==> config.mk <==
export PLATFORM = sky130hd
export DESIGN_NAME = acc_cpu_core
export DESIGN_NICKNAME = d
export VERILOG_FILES = /design/src/rtl/cpu_pkg.sv /design/src/rtl/acc_alu.sv /design/src/rtl/acc_cpu_core.sv
export SDC_FILE = /design/constraint.sdc
export NUM_CORES = 1
export LEC_CHECK = 0
export ABC_AREA = 1
export ABC_CLOCK_PERIOD_IN_PS = 2700
export BUFFER_PORTS_ARGS = -buffer_cell sky130_fd_sc_hd__buf_2
export CELL_PAD_IN_SITES_DETAIL_PLACEMENT = 1
export CELL_PAD_IN_SITES_GLOBAL_PLACEMENT = 1
export CORE_MARGIN = 4
export CORE_UTILIZATION = 37
export CTS_CLUSTER_DIAMETER = 120
export CTS_CLUSTER_SIZE = 40
export DETAILED_ROUTE_END_ITERATION = 12
export PLACE_DENSITY_LB_ADDON = 0.1
export SYNTH_ARGS = -nofsm -noshare
export SYNTH_HDL_FRONTEND = slang
export SYNTH_SLANG_ARGS = --single-unit
==> constraint.sdc <==
create_clock -name clk -period 2.7 [get_ports clk]
set_input_delay 0.54 -clock clk [delete_from_list [all_inputs] [get_ports clk]]
set_output_delay 0.54 -clock clk [all_outputs]
set_load 0.01 [all_outputs]
==> src/rtl/cpu_pkg.sv <==
// Shared types for the accumulator CPU: opcode encoding, FSM states and
// small decode helpers used by the core and its ALU.
package cpu_pkg;

  localparam int OPC_W = 4;

  typedef enum logic [OPC_W-1:0] {
    OP_NOP = 4'h0,
    OP_LDI = 4'h1,
    OP_LDA = 4'h2,
    OP_STA = 4'h3,
    OP_ADD = 4'h4,
    OP_SUB = 4'h5,
    OP_AND = 4'h6,
    OP_OR  = 4'h7,
    OP_XOR = 4'h8,
    OP_JMP = 4'h9,
    OP_JZ  = 4'hA,
    OP_JN  = 4'hB,
    OP_HLT = 4'hF
  } opcode_t;

  typedef enum logic [2:0] {
    FETCH_OP  = 3'd0,
    FETCH_ARG = 3'd1,
    EXEC      = 3'd2,
    MEM_RD    = 3'd3,
    MEM_WR    = 3'd4,
    HALT      = 3'd5
  } state_t;

  // States in which the core owns an outstanding bus request.
  function automatic logic is_bus_state(input state_t s);
    return (s == FETCH_OP) || (s == FETCH_ARG) || (s == MEM_RD) || (s == MEM_WR);
  endfunction

  // Opcodes whose ACC result depends on a memory read of the operand address.
  function automatic logic is_mem_read_op(input logic [OPC_W-1:0] op);
    return (op == OP_LDA) || (op == OP_ADD) || (op == OP_SUB) ||
           (op == OP_AND) || (op == OP_OR)  || (op == OP_XOR);
  endfunction

endpackage

==> src/rtl/acc_alu.sv <==
// Combinational accumulator ALU: produces the next ACC value for an opcode
// together with the zero/negative flags of that value.
module acc_alu
  import cpu_pkg::*;
#(
  parameter int DATA_W = 8
) (
  input  logic [OPC_W-1:0]  opcode,
  input  logic [DATA_W-1:0] acc,
  input  logic [DATA_W-1:0] operand,
  output logic [DATA_W-1:0] result,
  output logic              z,
  output logic              n
);

  // NOTE: every output gets a default before the case so no path leaves it
  // unassigned; an incomplete always_comb would infer a latch.
  always_comb begin
    result = acc;
    case (opcode)
      OP_LDI, OP_LDA: result = operand;
      OP_ADD:         result = acc + operand;
      OP_SUB:         result = acc - operand;
      OP_AND:         result = acc & operand;
      OP_OR:          result = acc | operand;
      OP_XOR:         result = acc ^ operand;
      default:        result = acc;
    endcase
    z = (result == '0);
    n = result[DATA_W-1];
  end

endmodule

==> src/rtl/acc_cpu_core.sv <==
// Accumulator CPU core: two-word instructions fetched over a req/ack bus with
// wait states, registered Z/N flags, terminal HALT and debug visibility.
module acc_cpu_core
  import cpu_pkg::*;
#(
  parameter int                DATA_W   = 8,
  parameter int                ADDR_W   = 8,
  parameter logic [ADDR_W-1:0] RESET_PC = '0
) (
  input  logic              clk,
  input  logic              rst,
  output logic              mem_req,
  output logic              mem_we,
  output logic [ADDR_W-1:0] mem_addr,
  output logic [DATA_W-1:0] mem_wdata,
  input  logic              mem_ack,
  input  logic [DATA_W-1:0] mem_rdata,
  output logic              halted,
  output logic              zflag,
  output logic              nflag,
  output logic [ADDR_W-1:0] dbg_pc,
  output logic [DATA_W-1:0] dbg_acc,
  output logic [2:0]        dbg_state
);

  state_t            state_q, state_d;
  logic [ADDR_W-1:0] pc_q;
  logic [OPC_W-1:0]  ir_op_q;
  logic [DATA_W-1:0] ir_opd_q;
  logic [DATA_W-1:0] acc_q;
  logic              zflag_q, nflag_q;

  logic              ir_op_we, ir_opd_we, pc_inc, pc_jump, acc_we;
  logic [DATA_W-1:0] alu_operand, alu_result;
  logic              alu_z, alu_n;
  logic [ADDR_W-1:0] opd_addr;

  // Operand word is truncated (or zero-extended) to the address space.
  assign opd_addr = ADDR_W'(ir_opd_q);

  acc_alu #(.DATA_W(DATA_W)) u_alu (
    .opcode  (ir_op_q),
    .acc     (acc_q),
    .operand (alu_operand),
    .result  (alu_result),
    .z       (alu_z),
    .n       (alu_n)
  );

  // NOTE: sequential state uses non-blocking assignments only, and every
  // register is cleared by the asynchronous active-low reset.
  always_ff @(posedge clk or negedge rst) begin
    if (!rst) state_q <= FETCH_OP;
    else      state_q <= state_d;
  end

  always_comb begin
    state_d     = state_q;
    ir_op_we    = 1'b0;
    ir_opd_we   = 1'b0;
    pc_inc      = 1'b0;
    pc_jump     = 1'b0;
    acc_we      = 1'b0;
    alu_operand = ir_opd_q;
    case (state_q)
      FETCH_OP: begin
        if (mem_ack) begin
          ir_op_we = 1'b1;
          pc_inc   = 1'b1;
          state_d  = FETCH_ARG;
        end
      end
      FETCH_ARG: begin
        if (mem_ack) begin
          ir_opd_we = 1'b1;
          pc_inc    = 1'b1;
          state_d   = EXEC;
        end
      end
      EXEC: begin
        state_d = FETCH_OP;
        if (is_mem_read_op(ir_op_q)) begin
          state_d = MEM_RD;
        end else begin
          case (ir_op_q)
            OP_LDI:  acc_we  = 1'b1;
            OP_STA:  state_d = MEM_WR;
            OP_JMP:  pc_jump = 1'b1;
            OP_JZ:   pc_jump = zflag_q;
            OP_JN:   pc_jump = nflag_q;
            OP_HLT:  state_d = HALT;
            default: state_d = FETCH_OP;
          endcase
        end
      end
      MEM_RD: begin
        alu_operand = mem_rdata;
        if (mem_ack) begin
          acc_we  = 1'b1;
          state_d = FETCH_OP;
        end
      end
      MEM_WR: begin
        if (mem_ack) state_d = FETCH_OP;
      end
      HALT:    state_d = HALT;
      default: state_d = FETCH_OP;
    endcase
  end

  always_ff @(posedge clk or negedge rst) begin
    if (!rst) begin
      pc_q     <= RESET_PC;
      ir_op_q  <= '0;
      ir_opd_q <= '0;
      acc_q    <= '0;
      zflag_q  <= 1'b0;
      nflag_q  <= 1'b0;
    end else begin
      if (ir_op_we)  ir_op_q  <= mem_rdata[OPC_W-1:0];
      if (ir_opd_we) ir_opd_q <= mem_rdata;
      if (pc_jump)     pc_q <= opd_addr;
      else if (pc_inc) pc_q <= pc_q + ADDR_W'(1);
      // Flags always track the value just written into ACC.
      if (acc_we) begin
        acc_q   <= alu_result;
        zflag_q <= alu_z;
        nflag_q <= alu_n;
      end
    end
  end

  // Request is masked by reset so an in-flight access is abandoned at once.
  assign mem_req   = rst && is_bus_state(state_q);
  assign mem_we    = rst && (state_q == MEM_WR);
  assign mem_addr  = ((state_q == MEM_RD) || (state_q == MEM_WR)) ? opd_addr : pc_q;
  assign mem_wdata = acc_q;

  assign halted    = (state_q == HALT);
  assign zflag     = zflag_q;
  assign nflag     = nflag_q;
  assign dbg_pc    = pc_q;
  assign dbg_acc   = acc_q;
  assign dbg_state = state_q;

endmodule

Word-level counts from Yosys, hierarchy flattened:

Index checks and enable logic that the tools add are counted.
Widths: inputs -> output; s select.

* register bits: 33
* input bits: 11

* add/sub/neg operators: 3
* equality and inequality tests: 20
* mux-type cells: 21
* bitwise gates (word level): 3
* reduce and logical (&&, ||, !) cells: 18

Operators by type and width (count)
* $pmux 8 s6: 1
* $mux 8: 4
* $eq 4x4->1 const B: 5
* $eq 4x3->1 const B: 4
* $pmux 3 s5: 1
* $mux 3: 4
* $logic_or 1x1->1: 9
* $add 8x1->8 const B: 1
* $add 8x8->8: 1
* $and 8x8->8: 1
* $eq 4x2->1 const B: 2
* $logic_not 8->1: 1
* $mux 1: 8
* $or 8x8->8: 1
* $sub 8x8->8: 1
* $xor 8x8->8: 1
* $eq 3x2->1 const B: 2
* $eq 3x3->1 const B: 2
* $pmux 3 s2: 1
* $reduce_or 2->1: 3
* $eq 4x1->1 const B: 1
* $ne 2x2->1 const B: 2
* $eq 3x1->1 const B: 1
* $logic_not 3->1: 1
* other kinds (6): 7

Logic depth before layout (Yosys ltp):

Gate-level depths: netlist (run 1).

* word-level depth: 9
* gate-level depth with buffers: 23
* depth with buffers taken out: 22

Hierarchy:

A second synthesis (run 1) with hierarchy kept.

* cells, all modules: 511
* area total of the unflattened synthesis: 3335.7 um^2

Modules (own cells, without submodules)
* acc_cpu_core: times used 1, cells an instance 264, area an instance 1959.4 um^2
* acc_alu: times used 1, cells an instance 247, area an instance 1376.3 um^2

Worst setup path before layout (run 1):

Ideal clock, no wire load.

* path kind: register to register
* start point: register state_q[0] (netlist: dbg_state[0])
* end point: register zflag_q (netlist: zflag)
* data arrival time: 2626 ps
* setup slack: -43 ps
* cell stages (with the launch flop): 20
* clock period less this slack: 2743 ps
* path through: dfrtp_1 > buf_4 > nand3_4 > buf_12 > nand2_4 > o21ai_4 > nand3_2 > nor2_1 > inv_1 > o21ai_0 > xor2_1 > ha_1 > nand2_1 > or2_2 > nand4_1 > nand3_1 > a22oi_1 > nor2_1 > nand2_1 > nand2_1

* cells in the longest elaborated chain, start to end: 5
* elaborated cells on any way between the ends: 11
* those cells by class: add/sub: 2; eq/ne: 2; mux: 3; bitwise: 3; reduce/logical: 1

Ends and longest elaborated chain
* start: declaration: RTL line acc_cpu_core.sv:26 `state_t state_q, state_d;`
* start signal: assignment: RTL line acc_cpu_core.sv:54 `else state_q <= state_d;`
* $eq 3x2->1: RTL line acc_cpu_core.sv:65 `case (state_q)`
* $mux 8: RTL line acc_cpu_core.sv:65
* $sub 8x8->8, or another cell as far along: RTL line acc_alu.sv:23 `OP_SUB: result = acc - operand;`
* $pmux 8 s6: RTL line acc_alu.sv:20 `case (opcode)`
* $logic_not 8->1: RTL line acc_alu.sv:29 `z = (result == '0);`
* end signal: assignment: RTL line acc_cpu_core.sv:127 `zflag_q <= alu_z;`
* end: declaration: RTL line acc_cpu_core.sv:31 `logic zflag_q, nflag_q;`

Parallel ways exist; a longest one is shown, timed or not.
A chain may end at the register's enable or synchronous reset.

Worst setup path after layout (run 1):

* start point: register state_q[2] (netlist: dbg_state[2])
* end point: register zflag_q (netlist: zflag)

The elaborated chain is that of the path after synthesis.

==> results of run 1 <==
## critical path: stages (launching register included)
cell and delay, ns:
dfrtp_2 0.45, inv_4 0.08, nand3_4 0.15, o21ai_4 0.19
nand3_2 0.10, buf_4 0.15, nand2_2 0.08, xor2_2 0.22
ha_4 0.26, a21oi_2 0.20, or2_4 0.16, nand3_1 0.09
nand2_1 0.09, nand3_1 0.09, a22oi_2 0.26, nor2_2 0.08
nand2_1 0.08, nand2_1 0.05
## logic make-up after synthesis
logic type / Yosys count / synth area share, %
and+or+nand+nor: 214 / 32.4
buffers and inverters: 89 / 13.4
muxes: 3 / 1.12
adders and majority gates: 23 / 9.78
DFF: 32 / 26.5
xor gates and xnor gates: 9 / 2.61
AOI/OAI and AO/OA: 71 / 14.1
## stage by stage
stage | instances | hold slack, ns | setup WS (ns) | util [%]
final | 634 | 0.325 | -0.182 | 49.9
after global routing | 634 | 0.369 | -0.394 | 49.9
after CTS | 630 | 0.364 | -0.152 | 47.8
after detailed placement | 620 | 0.473 | -0.352 | 45.8
after global placement | 620 | 0.467 | -0.317 | 45.8
after floorplan | 441 | 0.244 | 0.00803 | -
## worst paths after layout
check / slack, ns / depth (start not counted) / to / from
setup / recovery: -0.18 / 17 / zflag$_DFFE_PN0P_ / dbg_state[2]$_DFFE_PN0P_
hold / removal: 0.33 / 2 / dbg_pc[4]$_DFFE_PN0P_ / rst
setup reg to reg: -0.18 / 17 / zflag$_DFFE_PN0P_ / dbg_state[2]$_DFFE_PN0P_
hold reg to reg: 0.49 / 2 / ir_opd_q[2]$_DFFE_PN0P_ / ir_opd_q[2]$_DFFE_PN0P_
max in group asynchronous: 2.00 / 2 / ir_op_q[1]$_DFFE_PN0P_ / rst
min in group clk: 0.49 / 2 / ir_opd_q[2]$_DFFE_PN0P_ / ir_opd_q[2]$_DFFE_PN0P_
## layout make-up
class / instances / area [µm²]
well taps: 102 / 128
fillers: 1043 / 3930
inverters: 72 / 275
repair buffers: 101 / 644
clock inverters: 2 / 12.5
multi-input cells: 320 / 1980
clock buffers: 5 / 68.8
flip-flops and latches: 32 / 805
## flip-flops by register name, summed over array words and instances (netlist names)
register / cells
ir_opd_q: 8
ir_op_q: 4
dbg_pc: 8
dbg_state: 3
zflag: 1
dbg_acc: 8
## synth_stat cells, types with 2 or more instances
| cell | n |
|---|---|
| nand2_4 | 3 |
| nand3b_1 | 2 |
| inv_4 | 2 |
| clkbuf_1 | 3 |
| a22oi_1 | 2 |
| nand4_1 | 7 |
| o22ai_1 | 4 |
| nor3_1 | 11 |
| a21oi_1 | 13 |
| nand3_2 | 2 |
| nor4_1 | 4 |
| nand2_1 | 102 |
| buf_4 | 11 |
| xor2_1 | 7 |
| nor2_1 | 42 |
| nand3_1 | 23 |
| mux2_2 | 3 |
| xnor2_1 | 2 |
| nand2_2 | 13 |
| o21ai_1 | 3 |
| dfrtp_1 | 32 |
| inv_2 | 2 |
| o21ai_2 | 2 |
| or2_2 | 2 |
| inv_1 | 67 |
| ha_1 | 22 |
| o21ai_0 | 36 |
| a31oi_1 | 2 |
## routing by layer
layer	part of all wire [%]	GRT usage [%]	vias up	wire length [µm]
li1	-	-	1590	-
met1	47	29.6	1549	4840
met2	46	33.7	71	4740
met3	5.1	3.57	17	525
met4	1.6	4.20	0	167
met5	0	0	-	0
## what timing repair did
| action | CTS | global route |
|---|---|---|
| endpoints found under the setup margin | 4 | 12 |
| resized for setup | 15 | 34 |
| pin swaps | 14 | 19 |
| setup buffers | 3 | 4 |
==> out/qor.yml, run 1 <==
status: "finished with violations"
fp.dieH_um: 98.3
first_pass_iters: 4
cp.arrival_ns: 3.06
crit_fanout: 7
ant_nets: 0
pin_count: 51
final_cell_mix: "95 x nand2_1, 65 x inv_1, 50 x buf_2, 48 x buf_4, 38 x nor2_1"
layout_setup_ws_ns: -0.182
cts.sinks: 32
insertion_delay_ns: 0.30
start_util_pct: 38.5
fmax_ghz: 0.347
ys_ff_latch: 32
drc: 0
cts_max_level: 2
synth_ff_type: "dfrtp_1"
yosys_warnings: 0
grt_pass1_wl_um: 16500
drtIter0Drc: 164
maxSlewHeadroom_pct: 62.8
crit_type: "reg -> reg"
worst_pin_slew_ns: 0.557
cp.required_ns: 2.88
via_per_inst: 5.09
mostFrequentLayoutCell: "nand2_1"
via_count: 3227
antenna_found_initial: 0
hpwl_um: 7840
synthCells: 441
grt_pass1_vias: 3317
fp-row-count: 32
route.detailed.wl_per_inst_um: 16.2
failed_checks: "negative setup slack"
die-area_um2: 9670
finalSetupTns_ns: -0.386
antennaDiodeCount: 0
ys_async_sr_fraction_pct: 100
fin_crit_sh_pct: 107
rsz0062_at_grt: "true"
synth_edf_count: 0
grt_overflow: 0
portBuffers: 50
maxCapViolCount: 0
cts_hold_buf: 0
die_x_um: 98.3
wl_um: 10300
clkSlewWorstSetupHoldPaths_ns: 0.08
grt_max_degree: 33
synth.area.top_cells: "dfrtp_1 27%, nand2_1 13%, ha_1 9.1%"
track_usage_pct: 20.9
skew_ns: 0.00846
place_area_um2: 3600
drive_above_1_share_pct: 33.3
tritoncts: "done"
synth.largest_area_cell: "dfrtp_1"
fin_crit_ns: 2.88
maxSlewViolCount: 0
synth_cell_types: 45
cts_buffer_depth: 2
syn_nets: 475
post-route-cell-area_um2: 3910
start_kind: "flip-flop"
gp_congestion: 0.937
synth_top_cell_area_share_pct: 26.5
timing.final.hold_violations: 0
core_um2: 7850
fin_nets: 566
syn_area_per_cell_um2: 6.84
setup_viol: 3
syn_to_final_growth_pct: 29.7
netlist_area_um2: 3020
cts_made_buffers: 5
hold_path.class: "in -> async"
cts_root_buf: "clkbuf_8"
ys_seq_area_share_pct: 26.5
end_kind: "flip-flop"
Power of run 1 is left out: the tool's default activity adds up to more than one toggle a clock period on the data nets, which glitch-free logic cannot reach.
==> run 2: changes to the inputs <==
- ABC_AREA: 1 -> unset
- CORE_UTILIZATION: 37 -> 38
==> run 2 against run 1 <==
Against the previous run:
- the run still ends with negative setup slack left
- first-iteration DRC count fell by 54%
- cell area rose by 1.3%
- via count fell by 8.6%
- non-clock buffer count rose by 23
- synthesized area fell by 3.7%
- hold slack got worse by 0.27 ns
- largest cell class unchanged
- sequential cell count did not move
- final cell count fell by 13%
==> out/qor.yml, run 2 <==
grt_max_degree: 30
route.detailed.wl_per_inst_um: 17.8
cp.required_ns: 2.88
antenna_found_initial: 0
grt_pass1_wl_um: 16000
maxCapViolCount: 0
synth_cell_types: 64
layout_setup_ws_ns: -0.467
cts_made_buffers: 5
rsz0062_at_grt: "true"
rr_startpoint: "dbg_state[2]$_DFFE_PN0P_"
fp.dieH_um: 95.4
crit_type: "reg -> reg"
core_um2: 7330
met3_length_um: 315
ant_nets: 0
cts.sinks: 32
drc: 0
pre_cts_ws_ns: -0.538
timing.final.hold_violations: 0
gp_congestion: 0.792
grt_overflow: 0
end_kind: "flip-flop"
die_x_um: 95.4
clkSlewWorstSetupHoldPaths_ns: 0.07
ys_seq_area_share_pct: 27.6
maxSlewHeadroom_pct: 22.0
fin_crit_sh_pct: 117
synth.largest_area_cell: "dfrtp_1"
skew_ns: 0.00261
maxSlewViolCount: 0
cts_hold_buf: 0
synth_most_common_cell: "dfrtp_1"
yosys_warnings: 0
mostFrequentLayoutCell: "buf_4"
synth_top_cell_area_share_pct: 27.6
hpwl_um: 7670
portBuffers: 50
syn_area_per_cell_um2: 8.45
wl_um: 9890
hold_path.class: "in -> async"
via_per_inst: 5.32
fmax_ghz: 0.316
synth_edf_count: 0
drive_above_1_share_pct: 40.9
ys_ff_latch: 32
synth.area.top_cells: "dfrtp_1 28%, ha_1 9.5%, mux2_2 6.6%"
cp.arrival_ns: 3.35
synthCells: 344
netlist_area_um2: 2910
yosys-top-cells-count: "32 x dfrtp_1, 31 x nand2_1, 28 x nor2_1, 26 x inv_1"
fin_nets: 488
failed_checks: "negative setup slack"
track_usage_pct: 22.9
synth_ff_type: "dfrtp_1"
start_kind: "flip-flop"
worst_pin_slew_ns: 1.16
via_count: 2950
wl_met2_um: 5020
finalSetupTns_ns: -1.72
ys_async_sr_fraction_pct: 100
tritoncts: "done"
antennaDiodeCount: 0
highest_layer: "met4"
wl_met1_um: 4400
cts_root_buf: "clkbuf_8"
grt_pass1_vias: 3164
cts_buffer_depth: 2
setup_viol: 6
fp-row-count: 31
die-area_um2: 9110
first_pass_iters: 4
drtIter0Drc: 75
insertion_delay_ns: 0.29
nFillCells: 903
worstSetupStartpoint: "dbg_state[2]$_DFFE_PN0P_"
crit_fanout: 7
syn_nets: 378
final_cell_mix: "70 x buf_4, 50 x buf_2, 32 x dfrtp_1, 30 x nand2_1, 26 x nor2_1"
pin_count: 51
status: "finished with violations"
cts_max_level: 2
fin_crit_ns: 3.17
syn_to_final_growth_pct: 36.5
start_util_pct: 39.6
==> run 2: cell types whose count changed after synthesis, sizes merged, moves of 5 or more <==
cell,delta
nor2,-15
a211oi,+6
nand3,-20
nand4,-6
nand2b,+5
nor2b,+9
o21ai,-18
mux2i,+10
mux2,+14
xnor2,+13
inv,-45
nand2,-87
==> run 2: final timing paths <==
| kind | to | slack [ns] | cells after the start |
|---|---|---|---|
| worst max-delay path | dbg_acc[7]$_DFFE_PN0P_ | -0.47 | 14 |
| max in group asynchronous | dbg_acc[4]$_DFFE_PN0P_ | 2.01 | 2 |
| worst min-delay path | dbg_pc[1]$_DFFE_PN0P_ | 0.05 | 1 |
| min in group clk | ir_opd_q[7]$_DFFE_PN0P_ | 0.52 | 2 |
| worst min register to register | dbg_pc[6]$_DFFE_PN0P_ | 0.56 | 1 |
| worst max register to register | dbg_acc[7]$_DFFE_PN0P_ | -0.47 | 14 |
==> run 2: metal layers <==
metal  up-vias  track usage, %
met4         0            7.58
met2        58            39.7
li1       1436               -
met3        13            3.47
met1      1443            29.1
met5         -               0
==> run 2: metrics by stage <==
step	util [%]	instances	hold slack (ns)	cell area, µm²
2_1_floorplan	-	344	0.244	2960
3_3_place_gp	50.5	539	0.366	3700
3_5_place_dp	50.5	539	0.369	3700
4_1_cts	52.9	553	0.0508	3880
5_1_grt	54.1	554	0.0485	3970
6_report	54.1	554	0.0545	3970
==> run 2: timing repair <==
action | in CTS | in global routing
buffers inserted | 6 | 7
resized for setup | 11 | 22
cloned | 0 | 0
pin swaps | 8 | 11
setup endpoints to repair | 7 | 8
==> run 2: worst max-delay path, cell delays in order (launching register included) <==
cell and delay (ns):
dfrtp_1 0.40, nand3b_4 0.26, buf_4 0.20, nor3_2 0.14, a21oi_2 0.08, o21ai_1 0.16
xnor2_1 0.14, ha_1 0.27, a21oi_1 0.18, nor2b_1 0.08, a311o_1 0.32, a31oi_2 0.16
xnor2_1 0.08, a221o_1 0.33, mux2_2 0.27
==> run 2: final cells by class <==
| class | count | area (µm²) | share of cell area (%) |
|---|---|---|---|
| Clock buffer | 6 | 72.6 | 1.83 |
| Multi-Input combinational cell | 265 | 2030 | 51.2 |
| Sequential cell | 32 | 801 | 20.2 |
| Timing Repair Buffer | 124 | 821 | 20.7 |
| Inverter | 26 | 100 | 2.52 |
| Clock inverter | 2 | 16.3 | 0.410 |
| Tap cell | 99 | 124 | 3.12 |
==> run 2: cells by family after synthesis <==
logic type / Yosys count / share of synthesized area (%)
AND/OR/NAND/NOR: 114 / 19.7
AO/OA/AOI/OAI: 82 / 19.1
buffers and inverters: 47 / 7.62
flip-flops: 32 / 27.6
multiplexers: 27 / 10.2
adder cells (fa/ha/maj): 23 / 10.2
XOR/XNOR: 19 / 5.73
Power of run 2 is left out for the same reason.
==> run 3: changes to the inputs <==
- ABC_AREA: unset -> 1
- CORE_MARGIN: 4 -> unset
- CORE_UTILIZATION: 38 -> 37
==> run 3 against run 2 <==
Against the previous run:
- the flow still finishes with violations (negative setup slack)
- hold slack gained 0.28 ns
- utilization shrank 5.7 points
- count of clock-buffer cells in the layout is the same
- via count grew 7.3%
- sequential share of layout area grew 1.0 points
- register-to-register slack gained 0.29 ns
- sequential cell count is the same
- highest routed layer unchanged
- first-iteration DRC count grew 52%
==> out/qor.yml, run 3 (synthesized netlist as in run 1, its figures left out) <==
status: "finished with violations"
failed_checks: "negative setup slack"
nFillCells: 1049
fmax_ghz: 0.348
final_cell_mix: "96 x nand2_1, 65 x inv_1, 50 x buf_2, 44 x buf_4, 40 x nor2_1"
first_pass_iters: 4
path_delay_family: "compound AO/OA/AOI/OAI gates"
setup_viol: 2
fp.dieH_um: 92.3
start_util_pct: 38.7
critical_path_depth: 19
cts_max_level: 2
cpPeakStageDelay_ns: 0.44
crit_slowest_cell: "dfrtp_2"
fin_nets: 559
rr_startpoint: "dbg_state[2]$_DFFE_PN0P_"
route.detailed.wl_per_inst_um: 15.6
multi_input_area_um2: 1890
rsz0062_at_grt: "true"
r2r_end: "zflag$_DFFE_PN0P_"
endpoint: "zflag$_DFFE_PN0P_"
drtIter0Drc: 114
via_per_inst: 5.04
cts_root_buf: "clkbuf_8"
tritoncts: "done"
drc: 0
clkSlewWorstSetupHoldPaths_ns: 0.08
syn_to_final_growth_pct: 25.3
cts_hold_buf: 0
cp.arrival_ns: 3.06
maxCapViolCount: 0
end_kind: "flip-flop"
pin_count: 51
crit_buf_inv: 3
r2r_slack_ns: -0.18
timing.final.hold_violations: 0
place_inst: 615
grt_overflow: 0
grt_max_degree: 33
insertion_delay_ns: 0.29
wl_um: 9800
maxSlewViolCount: 0
fin_cells: 628
cts.sinks: 32
grt_pass1_vias: 3207
crit_fanout: 7
cp.required_ns: 2.89
ff2ff_path_depth: 19
layout_setup_ws_ns: -0.177
portBuffers: 50
antennaDiodeCount: 0
ant_nets: 0
core_um2: 7810
fin_util_pct: 48.4
die-area_um2: 8520
grt_pass1_wl_um: 16300
crit_type: "reg -> reg"
antenna_found_initial: 0
cts_made_buffers: 5
fin_crit_ns: 2.88
die_x_um: 92.3
worst_pin_slew_ns: 0.550
cpMostUsedCell: "nand2_2"
start_kind: "flip-flop"
hpwl_um: 7660
fin_crit_sh_pct: 107
mostFrequentLayoutCell: "nand2_1"
path_cells: "inv_4 -> nand3_4 -> o21ai_4 -> nand3_2 -> nor2_2 -> inv_2 -> o31ai_2 -> xor2_1 -> ha_1 -> a21oi_2 -> o31ai_1 -> a21oi_1 -> inv_1 -> nand2_2 -> nand3_2 -> nand2_2 -> nand2_2 -> nand2_2 -> nand2_1"
seq_area_um2: 802
hold_path.class: "in -> async"
worstSetupStartpoint: "dbg_state[2]$_DFFE_PN0P_"
fp-row-count: 32
finalSetupTns_ns: -0.346
drive_above_1_share_pct: 30.2
maxSlewHeadroom_pct: 63.2
track_usage_pct: 24.5
gp_congestion: 0.899
cts_buffer_depth: 2
skew_ns: 0.0101
via_count: 3164
run 3: what timing repair did:
item | in CTS | in global routing
buffers inserted | 4 | 1
pin swaps | 10 | 21
gates resized for setup | 11 | 17
setup endpoints to repair | 3 | 13
run 3: worst register-to-register path: stages (launching register included):
cell	delay (ns)
dfrtp_2	0.44
inv_4	0.07
nand3_4	0.14
o21ai_4	0.21
nand3_2	0.12
nor2_2	0.13
inv_2	0.06
o31ai_2	0.23
xor2_1	0.19
ha_1	0.30
a21oi_2	0.15
o31ai_1	0.09
a21oi_1	0.23
inv_1	0.09
nand2_2	0.07
nand3_2	0.07
nand2_2	0.08
nand2_2	0.06
nand2_2	0.05
nand2_1	0.04
run 3: cell type report:
class | count | share of cell area, %
Inverter | 72 | 7.28
Timing Repair Buffer | 94 | 15.4
Sequential cell | 32 | 21.2
Multi-Input combinational cell | 320 | 49.9
Clock inverter | 2 | 0.927
Clock buffer | 6 | 1.92
Tap cell | 102 | 3.38
run 3: metal layers:
metal  GRT usage [%]  part of all wire (%)  vias to the layer above
li1                -                     -                     1590
met1            34.2                    50                     1515
met2            39.9                    46                       50
met3            3.69                   3.1                        9
met4            5.21                  0.72                        0
met5               0                     0                        -
run 3: how the worst min path moves through the flow:
stage | from | end | slack, ns | depth (start not counted)
floorplan | rst | dbg_acc[0]$_DFFE_PN0P_ | 0.24 | 0
global placement | ir_opd_q[2]$_DFFE_PN0P_ | ir_opd_q[2]$_DFFE_PN0P_ | 0.47 | 2
detailed placement | ir_opd_q[2]$_DFFE_PN0P_ | ir_opd_q[2]$_DFFE_PN0P_ | 0.48 | 2
CTS | rst | dbg_pc[4]$_DFFE_PN0P_ | 0.36 | 2
global route | rst | dbg_pc[4]$_DFFE_PN0P_ | 0.39 | 2
finish | rst | dbg_pc[4]$_DFFE_PN0P_ | 0.33 | 2
run 3: through the flow:
stage / hold WS, ns / worst slack [ns] / area, µm²
after floorplan: 0.244 / 0.00803 / 3020
after global placement: 0.466 / -0.174 / 3560
after detailed placement: 0.483 / -0.184 / 3560
after CTS: 0.355 / -0.111 / 3730
after global routing: 0.391 / -0.435 / 3780
final: 0.332 / -0.177 / 3780
Power of run 3 is left out for the same reason.
